<file path="config.mk">
export PLATFORM = sky130hd
export DESIGN_NAME = shift_add_mult
export DESIGN_NICKNAME = d
export VERILOG_FILES = /design/src/rtl/shift_add_mult.sv
export SDC_FILE = /design/constraint.sdc
export NUM_CORES = 1
export LEC_CHECK = 0
export BUFFER_PORTS_ARGS = -buffer_cell sky130_fd_sc_hd__buf_2
export CORE_ASPECT_RATIO = 0.75
export CORE_UTILIZATION = 40
export DETAILED_ROUTE_END_ITERATION = 6
export PLACE_DENSITY_LB_ADDON = 0.1
export SYNTH_ARGS = -nofsm -noshare
export SYNTH_HDL_FRONTEND = slang
export SYNTH_SLANG_ARGS = --single-unit
</file>
<file path="constraint.sdc">
create_clock -name clk -period 1.7 [get_ports clk]
set_input_delay 0.17 -clock clk [delete_from_list [all_inputs] [get_ports clk]]
set_output_delay 0.17 -clock clk [all_outputs]
set_load 0.02 [all_outputs]
</file>
<file path="src/rtl/shift_add_mult.sv">
// Sequential shift-and-add unsigned multiplier with a valid/ready handshake on both sides.
// Optional feature macro: ZERO_BYPASS_EN (a zero operand skips straight to DONE).
module shift_add_mult #(
  parameter int WIDTH = 4
) (
  input  logic               clk,
  input  logic               n_reset,
  input  logic               in_valid,
  output logic               in_ready,
  input  logic [WIDTH-1:0]   multiplicand,
  input  logic [WIDTH-1:0]   multiplier,
  output logic               out_valid,
  input  logic               out_ready,
  output logic [2*WIDTH-1:0] product,
  output logic               busy
);

  localparam int CNT_W  = $clog2(WIDTH + 1);
  localparam int WORK_W = 2 * WIDTH + 1;

  typedef enum logic [1:0] {
    S_IDLE = 2'd0,
    S_CALC = 2'd1,
    S_DONE = 2'd2
  } state_t;

  state_t             r_state;
  state_t             w_state_nxt;
  logic [CNT_W-1:0]   r_cnt;
  logic [WIDTH-1:0]   r_mcand;
  logic [WORK_W-1:0]  r_work;
  logic               r_in_ready;
  logic               r_out_valid;
  logic               r_busy;
  logic               w_last;
  logic               w_zero;

  // One combined step on {carry, acc, mplr}: conditional add into acc, then shift right with 0 into carry.
  function automatic logic [WORK_W-1:0] f_step(input logic [WORK_W-1:0] work,
                                               input logic [WIDTH-1:0]  mcand);
    logic [WIDTH:0] sum;
    if (work[0]) begin
      sum = {1'b0, work[2*WIDTH-1:WIDTH]} + {1'b0, mcand};
    end else begin
      sum = {work[2*WIDTH], work[2*WIDTH-1:WIDTH]};
    end
    return {1'b0, sum, work[WIDTH-1:1]};
  endfunction

  assign w_last = (r_cnt == CNT_W'(WIDTH - 1));

`ifdef ZERO_BYPASS_EN
  assign w_zero = (multiplicand == {WIDTH{1'b0}}) || (multiplier == {WIDTH{1'b0}});
`else
  assign w_zero = 1'b0;
`endif

  // State register; reset wins over accept and out_ready.
  always_ff @(posedge clk) begin
    if (!n_reset) begin
      r_state <= S_IDLE;
    end else begin
      r_state <= w_state_nxt;
    end
  end

  // Next-state decode.
  always_comb begin
    w_state_nxt = r_state;
    case (r_state)
      S_IDLE: begin
        if (in_valid) begin
          if (w_zero) begin
            w_state_nxt = S_DONE;
          end else begin
            w_state_nxt = S_CALC;
          end
        end else begin
          w_state_nxt = S_IDLE;
        end
      end
      S_CALC: begin
        if (w_last) begin
          w_state_nxt = S_DONE;
        end else begin
          w_state_nxt = S_CALC;
        end
      end
      S_DONE: begin
        if (out_ready) begin
          w_state_nxt = S_IDLE;
        end else begin
          w_state_nxt = S_DONE;
        end
      end
      default: begin
        w_state_nxt = S_IDLE;
      end
    endcase
  end

  // Datapath: operand latch at accept, one step per CALC cycle; held otherwise.
  always_ff @(posedge clk) begin
    if (!n_reset) begin
      r_mcand <= {WIDTH{1'b0}};
      r_work  <= {WORK_W{1'b0}};
      r_cnt   <= {CNT_W{1'b0}};
    end else begin
      case (r_state)
        S_IDLE: begin
          if (in_valid) begin
            r_mcand <= multiplicand;
            r_cnt   <= {CNT_W{1'b0}};
            if (w_zero) begin
              r_work <= {WORK_W{1'b0}};
            end else begin
              r_work <= {{(WIDTH + 1){1'b0}}, multiplier};
            end
          end
        end
        S_CALC: begin
          r_work <= f_step(r_work, r_mcand);
          r_cnt  <= r_cnt + {{(CNT_W - 1){1'b0}}, 1'b1};
        end
        default: begin
          r_work <= r_work;
        end
      endcase
    end
  end

  // Status flags registered from the next state so they line up with r_state.
  always_ff @(posedge clk) begin
    if (!n_reset) begin
      r_in_ready  <= 1'b1;
      r_out_valid <= 1'b0;
      r_busy      <= 1'b0;
    end else begin
      r_in_ready  <= (w_state_nxt == S_IDLE);
      r_out_valid <= (w_state_nxt == S_DONE);
      r_busy      <= (w_state_nxt == S_CALC);
    end
  end

  assign in_ready  = r_in_ready;
  assign out_valid = r_out_valid;
  assign busy      = r_busy;
  assign product   = r_work[2*WIDTH-1:0];

endmodule

</file>
==> results.json <==
{
  "cts_tree": "yes",
  "synthArstFlopShare_pct": 0,
  "min_period_over_period_pct": 90.1,
  "grt_pass1_wl_um": 3590,
  "synth_nets": 129,
  "grt_usage_pct": 19.5,
  "ys_seq_elements": 20,
  "vdd_drop_max_uv": 337,
  "avgSynthCellArea_um2": 8.55,
  "min_to": "r_mcand[3]",
  "wire_per_inst_um": 13.5,
  "critPathArrivalTime_ns": 1.70,
  "synthCells": 110,
  "p_switching_mw": 0.256,
  "switching_share_pct": 28.4,
  "synth_edf_count": 0,
  "crit_path_end_kind": "register",
  "violations": "DRC",
  "finalCriticalPeriod_ns": 1.53,
  "fin_worst_skew_ns": 0.00361,
  "synth_area_leaders": "dfxtp_1, nand2_1, ha_1",
  "grt_antenna_before_repair": 0,
  "layout_setup_ws_ns": 0.169,
  "cts.path.max_buffers": 2,
  "rows": 14,
  "synth_flop_cell": "dfxtp_1",
  "pin_count": 23,
  "fill_cells": 220,
  "crit_type": "register to register",
  "cts_sinks": 20,
  "yosys-top-cells-count": "nand2_1, dfxtp_1, a21oi_1",
  "slew_headroom_pct": 65.6,
  "rsz0062_at_grt": "false",
  "core_area_um2": 2100,
  "ant_nets": 0,
  "dr_total_vias": 843,
  "drc": 4,
  "initial_core_util_pct": 44.8,
  "ys_seq_area_share_pct": 42.6,
  "drive_above_1_share_pct": 24.8,
  "first_global_vias": 794,
  "synth_cell_types": 28,
  "antenna_cells": 0,
  "setup_tns_ns": 0,
  "run_status": "finished, violations left",
  "required_ns": 1.87,
  "hold_buffers": 0,
  "seq_power_share_pct": 56.9,
  "area_growth_pct": 16.8,
  "drt_iter0_markers": 24,
  "p_leak_nw": 0.510,
  "yosysWarnings": 0,
  "overflow": 0,
  "nets": 154,
  "r2r_end": "r_work[5]",
  "multi_input_area_um2": 483,
  "insertion_delay_ns": 0.30,
  "port_buffers": 22,
  "dr.pass1.iters": 6,
  "reg2reg_setup_slack_ns": 0.17,
  "min-delay-start": "multiplicand[3]",
  "path_clk_slew_ns": 0.10,
  "hpwl_um": 1630,
  "cts_buffers": 3,
  "maxCapViolCount": 0,
  "cts.htree.levels": 1,
  "powerDensity_nw_per_um2": 822,
  "placed_cell_area_um2": 1080,
  "setup_viol": 0,
  "clockRootBuffer": "clkbuf_4",
  "yosysTopAreaCell": "dfxtp_1",
  "comb_power_share_pct": 19.2,
  "avgViaCountPerCell": 5.37,
  "fp.dieH_um": 44,
  "final-hold-violation-count": 0,
  "slew_violations": 0,
  "clkPwrFrac_pct": 23.9,
  "reg2regPathDepth": 6,
  "hold_class": "input port to register",
  "r2r_start": "r_work[4]",
  "yosysMostFrequentCell": "nand2_1",
  "hold_depth": 3,
  "synth.top_cell.area_share_pct": 42.6,
  "cts_resized": 0,
  "start_kind": "register",
  "gp_congestion": 0.873,
  "internal_power_mw": 0.647,
  "tightest_slew_ns": 0.516,
  "post-place-ws_ns": 0.161,
  "design_area_um2": 1100,
  "finalPower_mw": 0.903,
  "timing.fmax_mhz": 653,
  "syn-cell-area_um2": 941,
  "dieArea_um2": 2550,
  "crit_fanout": 4,
  "cts_setup_buffers": 0,
  "regArea_um2": 400,
  "grt_start_max_net_pins": 17,
  "routed_wl_um": 2120,
  "dieWidth_um": 58.0
}
[state kept, by name (all words and copies together), names as in the netlist]
signal and flops:
r_work 8, r_mcand 4, r_cnt 3, r_state 2, busy 1, in_ready 1, out_valid 1
[power by group through the flow]
stage	clock network [mW]	logic (mW)	registers (mW)
after detailed placement	0	0.174	0.525
after global routing	0.242	0.192	0.518
after floorplan	0	0.0993	0.541
after global placement	0	0.171	0.523
final	0.216	0.173	0.514
after CTS	0.231	0.175	0.514
[cell families after synthesis]
logic type / Yosys count / share of synthesized area [%]
simple gates: 41 / 19.8
compound gates: 26 / 17.0
flops: 20 / 42.6
buf+inv: 12 / 6.12
fa+ha+maj: 7 / 10.1
mux: 3 / 3.46
xor+xnor: 1 / 0.931
[how the worst max path moves through the flow]
stage	from	to	slack (ns)	depth (start not counted)
floorplan	r_work[4]	r_work[7]	0.13	7
global placement	r_work[4]	r_work[7]	0.24	7
detailed placement	r_work[4]	r_work[5]	0.16	6
CTS	r_work[4]	r_work[5]	0.15	6
global route	r_work[4]	r_work[7]	0.03	7
finish	r_work[4]	r_work[5]	0.17	6
[stage by stage]
stage	hold WS [ns]	std cells	utilization (%)
after floorplan	0.246	110	-
after global routing	0.0913	157	52.3
after CTS	0.0911	157	52.3
final	0.102	157	52.3
after detailed placement	0.421	154	51.2
after global placement	0.412	154	51.2
[layout make-up]
class / instances / share of cell area [%]
sequential: 20 / 36.4
multi-input combinational: 78 / 44.0
tap: 24 / 2.73
inverter: 6 / 2.05
clock buffer: 3 / 2.05
timing repair buffer: 26 / 12.8
[routing by layer]
| metal | up-vias | track usage [%] | share of wire [%] |
|---|---|---|---|
| li1 | 425 | - | - |
| met1 | 395 | 26.4 | 51 |
| met2 | 21 | 29.7 | 43 |
| met3 | 2 | 7.16 | 5.2 |
| met4 | 0 | 4.76 | 0.80 |
| met5 | - | 0 | 0 |
[layout by cell type, fill, tap and decap left out, drive strengths merged, types with 2 or more instances in the layout]
cell / Yosys / routed
a21oi: 13 / 13
a311oi: 3 / 3
a31oi: 3 / 3
buf: 3 / 26
clkbuf: 3 / 3
dfxtp: 20 / 20
ha: 6 / 6
inv: 6 / 6
mux2: 2 / 2
nand2: 23 / 23
nand3: 3 / 3
nor2: 8 / 8
nor3b: 3 / 3
o21ai: 2 / 2
o32ai: 2 / 2
[worst max-delay path, stage by stage (launching register included)]
cell and delay [ns]:
dfxtp_1 0.39, ha_1 0.18, inv_1 0.05, fa_1 0.39, xnor2_1 0.14, mux2i_1 0.14, o32ai_1 0.11
No activity file was read; power rests on OpenSTA's default activity.
